===== config.mk =====
export PLATFORM = sky130hd
export DESIGN_NAME = fft_tw_mul8
export DESIGN_NICKNAME = d
export VERILOG_FILES = /design/src/rtl/fft_pkg.sv /design/src/rtl/fft_cmul.sv /design/src/rtl/fft_tw_mul8.sv
export SDC_FILE = /design/constraint.sdc
export NUM_CORES = 2
export LEC_CHECK = 0
export ABC_CLOCK_PERIOD_IN_PS = 5200
export BUFFER_PORTS_ARGS = -buffer_cell sky130_fd_sc_hd__clkbuf_2
export CAP_MARGIN = 10
export CELL_PAD_IN_SITES_DETAIL_PLACEMENT = 0
export CELL_PAD_IN_SITES_GLOBAL_PLACEMENT = 2
export CORE_ASPECT_RATIO = 1.2
export CORE_UTILIZATION = 45
export DETAILED_ROUTE_END_ITERATION = 8
export GPL_ROUTABILITY_DRIVEN = 0
export GPL_TIMING_DRIVEN = 0
export PLACE_DENSITY_LB_ADDON = 0.1
export REMOVE_ABC_BUFFERS = 1
export SYNTH_ARGS = -nofsm -noshare
export SYNTH_HDL_FRONTEND = slang
export SYNTH_SLANG_ARGS = --single-unit

===== constraint.sdc =====
create_clock -name clk -period 5.2 [get_ports clk]
set_input_delay 1.04 -clock clk [delete_from_list [all_inputs] [get_ports clk]]
set_output_delay 1.04 -clock clk [all_outputs]
set_load 0.005 [all_outputs]

===== src/rtl/fft_pkg.sv =====
// Shared fixed-point definitions for the FFT twiddle path.
// Holds the twiddle format, a complex sample type and the round/saturate helper.
package fft_pkg;

    localparam int DATA_W  = 16;
    localparam int TW_W    = 10;
    localparam int TW_FRAC = 8;
    localparam int TW_ONE  = 256;

    typedef logic signed [TW_W-1:0] tw_t;

    typedef struct packed {
        logic signed [DATA_W-1:0] re;
        logic signed [DATA_W-1:0] im;
    } cplx_t;

    // Round half up by adding half an LSB before the arithmetic shift, then clamp to out_w bits.
    function automatic logic signed [63:0] sat_rnd(
        input logic signed [63:0] x,
        input int                 frac,
        input int                 out_w
    );
        logic signed [63:0] r;
        logic signed [63:0] hi;
        logic signed [63:0] lo;
        r  = (x + (64'sd1 <<< (frac - 1))) >>> frac;
        hi = (64'sd1 <<< (out_w - 1)) - 64'sd1;
        lo = -(64'sd1 <<< (out_w - 1));
        if (r > hi) begin
            return hi;
        end else if (r < lo) begin
            return lo;
        end
        return r;
    endfunction

endpackage


===== src/rtl/fft_cmul.sv =====
// Pipelined complex multiplier: partial products, then sums, then rounded/saturated output.
// Each register level has its own load enable so gaps in the stream leave data untouched.
module fft_cmul #(
    parameter int DATA_W  = 16,
    parameter int TW_W    = 10,
    parameter int TW_FRAC = 8
) (
    input  logic                     clk,
    input  logic                     rstn,
    input  logic                     ld_prod,
    input  logic                     ld_sum,
    input  logic                     ld_out,
    input  logic signed [DATA_W-1:0] a_re,
    input  logic signed [DATA_W-1:0] a_im,
    input  logic signed [TW_W-1:0]   b_re,
    input  logic signed [TW_W-1:0]   b_im,
    output logic signed [DATA_W-1:0] y_re,
    output logic signed [DATA_W-1:0] y_im
);
    import fft_pkg::*;

    localparam int PW = DATA_W + TW_W;
    localparam int SW = PW + 1;

    logic signed [PW-1:0] p_rr;
    logic signed [PW-1:0] p_ii;
    logic signed [PW-1:0] p_ri;
    logic signed [PW-1:0] p_ir;
    logic signed [SW-1:0] re_full;
    logic signed [SW-1:0] im_full;

    always_ff @(posedge clk or negedge rstn) begin
        if (!rstn) begin
            p_rr <= '0;
            p_ii <= '0;
            p_ri <= '0;
            p_ir <= '0;
        end else if (ld_prod) begin
            p_rr <= PW'(a_re) * PW'(b_re);
            p_ii <= PW'(a_im) * PW'(b_im);
            p_ri <= PW'(a_re) * PW'(b_im);
            p_ir <= PW'(a_im) * PW'(b_re);
        end
    end

    // One extra bit so the difference/sum of two full-width products cannot wrap.
    always_ff @(posedge clk or negedge rstn) begin
        if (!rstn) begin
            re_full <= '0;
            im_full <= '0;
        end else if (ld_sum) begin
            re_full <= SW'(p_rr) - SW'(p_ii);
            im_full <= SW'(p_ri) + SW'(p_ir);
        end
    end

    always_ff @(posedge clk or negedge rstn) begin
        if (!rstn) begin
            y_re <= '0;
            y_im <= '0;
        end else if (ld_out) begin
            y_re <= DATA_W'(sat_rnd(64'(re_full), TW_FRAC, DATA_W));
            y_im <= DATA_W'(sat_rnd(64'(im_full), TW_FRAC, DATA_W));
        end
    end

endmodule


===== src/rtl/fft_tw_mul8.sv =====
// Twiddle multiplier for 8-sample blocks: drives the twiddle ROM address from the block index
// and multiplies each streamed sample by its twiddle.
module fft_tw_mul8 #(
    parameter int DATA_W  = 16,
    parameter int TW_W    = 10,
    parameter int TW_FRAC = 8
) (
    input  logic                     clk,
    input  logic                     rstn,
    input  logic                     din_valid,
    input  logic                     din_start,
    input  logic signed [DATA_W-1:0] din_re,
    input  logic signed [DATA_W-1:0] din_im,
    output logic [2:0]               tw_addr,
    input  logic signed [TW_W-1:0]   tw_re,
    input  logic signed [TW_W-1:0]   tw_im,
    output logic                     dout_valid,
    output logic                     dout_last,
    output logic [2:0]               dout_idx,
    output logic signed [DATA_W-1:0] dout_re,
    output logic signed [DATA_W-1:0] dout_im,
    output logic [7:0]               restart_cnt
);
    import fft_pkg::*;

    logic [2:0] cnt;
    logic [2:0] cur_idx;
    logic       start_now;
    logic       v1;
    logic       v2;
    logic [2:0] idx1;
    logic [2:0] idx2;

    // A qualified start forces index 0 in the same cycle so the ROM already returns twiddle 0.
    always_comb begin
        start_now = din_valid && din_start;
        cur_idx   = start_now ? 3'd0 : cnt;
        tw_addr   = cur_idx;
    end

    always_ff @(posedge clk or negedge rstn) begin
        if (!rstn) begin
            cnt <= 3'd0;
        end else if (din_valid) begin
            cnt <= cur_idx + 3'd1;
        end
    end

    always_ff @(posedge clk or negedge rstn) begin
        if (!rstn) begin
            restart_cnt <= 8'd0;
        end else if (start_now && (cnt != 3'd0) && (restart_cnt != 8'hFF)) begin
            restart_cnt <= restart_cnt + 8'd1;
        end
    end

    // Index travels alongside the multiplier's data path.
    always_ff @(posedge clk or negedge rstn) begin
        if (!rstn) begin
            v1         <= 1'b0;
            v2         <= 1'b0;
            idx1       <= 3'd0;
            idx2       <= 3'd0;
            dout_valid <= 1'b0;
            dout_idx   <= 3'd0;
            dout_last  <= 1'b0;
        end else begin
            v1         <= din_valid;
            v2         <= v1;
            dout_valid <= v2;
            if (din_valid) begin
                idx1 <= cur_idx;
            end
            if (v1) begin
                idx2 <= idx1;
            end
            if (v2) begin
                dout_idx  <= idx2;
                dout_last <= (idx2 == 3'd7);
            end
        end
    end

    fft_cmul #(
        .DATA_W (DATA_W),
        .TW_W   (TW_W),
        .TW_FRAC(TW_FRAC)
    ) u_cmul (
        .clk    (clk),
        .rstn   (rstn),
        .ld_prod(din_valid),
        .ld_sum (v1),
        .ld_out (v2),
        .a_re   (din_re),
        .a_im   (din_im),
        .b_re   (tw_re),
        .b_im   (tw_im),
        .y_re   (dout_re),
        .y_im   (dout_im)
    );

endmodule


* Word level (Yosys, flattened, before mapping) *
Index checks and enable logic that the tools add are counted.

storage, ports and cells
  bits in registers = 214
  output and inout bits = 48

cells by class
  add/sub/neg operators = 6
  muxes and demuxes = 13
  reductions and logical operators = 4
  multipliers = 4
  magnitude comparators = 4
  equal/unequal tests = 2

operators by type and width
  kind                   number
  $mul 16x10->26         4
  $mux 16                6
  $add 27x9->28 const B  2
  $gt 20x16->1 const B   2
  $lt 20x16->1 const B   2
  $add 26x26->27         1
  $sub 26x26->27         1
  $add 8x1->8 const B    1
  $ne 8x8->1 const B     1
  $mux 1                 6
  $add 3x1->3 const B    1
  $eq 3x3->1 const B     1
  $logic_and 1x1->1      3
  $mux 3                 1
  $reduce_bool 3->1      1

* Logic depth before layout (Yosys ltp) *
  depth in word-level cells = 6
  depth in mapped cells = 22
  gate-level depth less buffers = 20

* Modules after synthesis *
A second synthesis with hierarchy kept.

unflattened totals
  cells, all modules = 3,694
  area total of the unflattened synthesis = 33,726.1 um^2

modules (own cells, without submodules)
  module       seq. area each (um^2)  times used  area each (um^2)  cells each
  fft_cmul     4,404.2                1           32,675.1          3,616
  fft_tw_mul8  600.6                  1           1,051.0           78

* Worst setup path after synthesis *
No wires, ideal clock.

  kind = input-to-reg
  start point = input din_re[6]
  end point = register u_cmul.p_ri[23]
  stages on the path = 20
  required time = 5.075 ns
  setup slack = -0.770 ns
  data arrival time = 5.845 ns
  buffers on the path = 2
  cells stage by stage = clkbuf_1 -> nand2_1 -> fa_1 -> inv_1 -> fa_1 -> fa_1 -> fa_1 -> inv_1 -> fa_1 -> inv_1 -> ha_1 -> buf_6 -> a2111oi_4 -> o21ai_2 -> a31oi_4 -> a31oi_4 -> a211o_1 -> a21oi_2 -> xnor2_1 -> mux2_4

between the ends
  word-level cells in the longest chain between the ends = 1

RTL lines
  element               line               RTL
  from (decl)           fft_tw_mul8.sv:12  input logic signed [DATA_W-1:0] din_re,
  $mul 16x10->26        fft_cmul.sv:41     p_ri <= PW'(a_re) * PW'(b_im);
  to (signal assigned)  fft_cmul.sv:41
  to (decl)             fft_cmul.sv:27     logic signed [PW-1:0] p_ri;

No other way between the ends.
A chain may end at the register's enable or synchronous reset.

* Worst setup path in the final report *
  start point = input tw_re[9]
  end point = register u_cmul.p_ir[24]

between the ends
  word-level cells in the longest chain between the ends = 1

RTL lines
  element               line               RTL
  from (decl)           fft_tw_mul8.sv:15  input logic signed [TW_W-1:0] tw_re,
  $mul 16x10->26        fft_cmul.sv:42     p_ir <= PW'(a_im) * PW'(b_re);
  to (signal assigned)  fft_cmul.sv:42
  to (decl)             fft_cmul.sv:28     logic signed [PW-1:0] p_ir;

No other way between the ends.

==> flow_metrics.env <==
export IMPL_grt_max_degree=110
export IMPL_setup_tns_ns=-7.93
export IMPL_syn_avg_cell_area_um2=9.07
export IMPL_crit_arrival_ns=5.99
export IMPL_p_seq_share_pct=10.1
export IMPL_grt_setup_unrepaired="true"
export IMPL_drc=2
export IMPL_cts_buffers=17
export IMPL_cts_path_max_buffers=2
export IMPL_core_area_um2=74900
export IMPL_utilization_pct=52.5
export IMPL_setup_ws_ns=-0.413
export IMPL_slew_headroom_pct=44.8
export IMPL_drv_cap=0
export IMPL_antenna_found_initial=2
export IMPL_fmax_mhz=178
export IMPL_drt_first_pass_iters=7
export IMPL_power_total_mw=29.4
export IMPL_syn_inst=3749
export IMPL_post_route_min_period_ns=5.61
export IMPL_peakVddDrop_mv=0.597
export IMPL_core_rowCount=110
export IMPL_via_per_inst=5.36
export IMPL_worstPathRequired_ns=5.58
export IMPL_cpMaxStageDelayCell="fa_1"
export IMPL_drt_total_wl_mm=95.6
export IMPL_start_util_pct=45.4
export IMPL_swShare_pct=49.1
export IMPL_netlist_top_cells_area="fa_1, dfrtp_1, ha_1"
export IMPL_ys_seq_elements=200
export IMPL_holdBufCountCts=0
export IMPL_nNetsFinal=4732
export IMPL_cp_cell_sequence="clkbuf_16, clkinvlp_4, buf_12, nor2_1, fa_1, fa_1, fa_1, fa_1, inv_1, fa_1, inv_1, ha_4, o21ai_2, or4_4, and4bb_2, o21ai_2, a21o_1, a21oi_2, xnor2_2, a21oi_1"
export IMPL_die_w_um=253
export IMPL_power_density_nw_per_um2=747
export IMPL_ys_types=88
export IMPL_synth_top_cell_area_share_pct=32.7
export IMPL_fillCellCount=7061
export IMPL_syn_to_final_growth_pct=15.6
export IMPL_synthArstFlopShare_pct=100
export IMPL_yosys_warnings=0
export IMPL_htree_levels=4
export IMPL_critical_path_max_stage_delay_ns=0.52
export IMPL_finalNonFillerCells=4844
export IMPL_hpwl_mm=61.8
export IMPL_grt_usage_pct=25.8
export IMPL_vias=26000
export IMPL_pre_cts_ws_ns=-2.18
export IMPL_clock_latency_ns=0.51
export IMPL_crit_type="in2reg"
export IMPL_status="finished, violations left"
export IMPL_hold_viol=0
export IMPL_synth_edf_count=0
export IMPL_dieArea_um2=76700
export IMPL_syn_cell_area_um2=34000
export IMPL_drt_first_iter_violations=1838
export IMPL_violations="design-rule violations, negative setup slack"
export IMPL_finalSetupViolCount=40
export IMPL_worstSetupStartpointType="primary input"
export IMPL_crit_top_cell="fa_1"
export IMPL_post_place_cells=4697
export IMPL_grt_ovfl_total=0
export IMPL_io_buffers=103
export IMPL_internal_power_mw=15.0
export IMPL_wl_per_cell_um=19.7
export IMPL_clock_sinks=200
export IMPL_drive_above_1_share_pct=15.3
export IMPL_skew_ns=0.00827
export IMPL_slew_viol_final=0
export IMPL_hold_class="in2async"
export IMPL_yosysSeqAreaShare_pct=14.7
export IMPL_power_frac_comb_pct=85.0
export IMPL_grt_pass1_wl_mm=150
export IMPL_ant_nets=0
export IMPL_worst_pin_slew_ns=0.828
export IMPL_die_height_um=303
export IMPL_clk_pin_slew_worst_paths_ns=0.08
export IMPL_ys_flop_type="dfrtp_1"
export IMPL_power_switching_mw=14.4
export IMPL_cts_tree="yes"
export IMPL_yosysTopAreaCell="fa_1"
export IMPL_critical_path_peak_fanout=6
export IMPL_grt_pass1_vias=26600
export IMPL_critPathCaptureType="flop"
export IMPL_post_route_period_util_pct=108
export IMPL_io_pins=104
export IMPL_p_clk_share_pct=4.8
export IMPL_power_leakage_nw=19.3
export IMPL_root_buffer="clkbuf_16"
==> layout make-up <==
| class | count | area (um^2) | share of cell area [%] |
|---|---|---|---|
| diodes | 1 | 2.50 | 0.00637 |
| clock buffers | 20 | 447 | 1.14 |
| clock inverters | 12 | 134 | 0.341 |
| inverters | 802 | 3020 | 7.68 |
| multi-input cells | 2578 | 26600 | 67.8 |
| flip-flops and latches | 200 | 5010 | 12.7 |
| well taps | 1008 | 1260 | 3.21 |
| repair buffers | 221 | 2780 | 7.08 |
| repair inverters | 2 | 15.0 | 0.0382 |
==> stage by stage <==
step                hold WS [ns]  cell area (um^2)
global route               0.473             39300
finish                     0.465             39300
detailed placement         0.466             35300
global placement           0.463             35100
CTS                        0.443             38600
floorplan                  0.456             33300
==> worst max-delay path: cells and delay by family <==
family                     cells  cell delay (ns)
AOI/OAI and AO/OA              5             0.64
adders and majority gates      6             2.66
xor gates and xnor gates       1             0.16
and+or+nand+nor                3             0.95
buffers and inverters          5             0.51
==> cell usage after synthesis (3+ instances only) <==
cell type	n
nand3_1	40
a31oi_1	17
o21a_1	33
nand2b_1	25
a31o_2	6
or2_2	3
o22ai_1	3
xnor2_1	120
mux2_2	83
nor4_1	6
a21oi_1	120
nor2_1	140
clkbuf_1	156
a21oi_2	6
and4_1	6
buf_1	3
nand4_1	25
fa_1	556
nor3b_1	3
nand2_1	433
a2111o_1	3
o211a_1	3
and3_1	19
o311ai_0	3
o21ai_0	86
o31ai_1	11
o21bai_1	16
a21o_1	44
a211o_1	6
o211ai_1	24
or3_1	12
dfrtp_1	200
nor2b_1	11
a211oi_1	27
ha_1	298
nand3b_1	4
a21boi_0	5
nor3_1	26
o21ai_1	10
o2111ai_1	5
inv_1	800
mux2i_1	8
buf_6	4
and2_1	235
xor2_1	46
==> power groups by stage <==
stage | sequential, mW | combinational [mW] | clock, mW
floorplan | 2.80 | 15.6 | 0
global placement | 3.00 | 19.5 | 0
detailed placement | 3.02 | 19.8 | 0
CTS | 2.99 | 23.5 | 1.49
global route | 3.07 | 27.9 | 1.52
finish | 2.98 | 25.0 | 1.42
==> placed cells by master (no fill, tap or decap), drive strengths merged, types with 97 or more instances in the layout <==
master	count
dfrtp	200
nand2	433
clkbuf	144
o21ai	97
a21oi	126
nor2	141
buf	97
xnor2	120
inv	803
ha	298
fa	556
and2	235
==> timing repair <==
item,4_1_cts,5_1_grt
gates cloned,29,5
resized for setup,362,103
endpoints found under the setup margin,68,50
buffers inserted,55,27
pin swaps,127,82
==> layer usage <==
metal | GRT usage, % | part of all wire, % | vias to the layer above
met5 | 0 | 0 | -
met4 | 7.24 | 2.6 | 0
met2 | 40.2 | 45 | 773
li1 | - | - | 11800
met1 | 37.7 | 46 | 13300
met3 | 3.28 | 6.1 | 90
==> state kept, by name (all words and copies together), names as in the netlist, 16 cells and up <==
signal	cells
u_cmul.im_full	20
u_cmul.p_ri	26
u_cmul.re_full	20
u_cmul.p_ii	26
u_cmul.p_ir	26
u_cmul.y_im	16
u_cmul.y_re	16
u_cmul.p_rr	26
==> cell families after synthesis <==
kind of cell	Yosys count	synth area share (%)
compound gates	461	9.10
xor+xnor	166	4.28
fa+ha+maj	854	43.7
buf+inv	971	10.9
flops	200	14.7
mux	92	3.03
simple gates	1005	14.3
==> path summary, 6_finish.rpt <==
kind | start | endpoint | slack [ns] | cells after the start
max in group asynchronous | rstn | u_cmul.p_ir[24] | 3.46 | 3
min in group clk | u_cmul.y_re[2] | u_cmul.y_re[2] | 0.48 | 1
setup reg to reg | u_cmul.p_ir[2] | u_cmul.im_full[24] | 2.06 | 9
hold reg to reg | u_cmul.y_re[2] | u_cmul.y_re[2] | 0.48 | 1
setup / recovery | tw_re[9] | u_cmul.p_ir[24] | -0.41 | 20
hold / removal | rstn | dout_valid | 0.46 | 1
No activity file was read; power rests on OpenSTA's default activity.
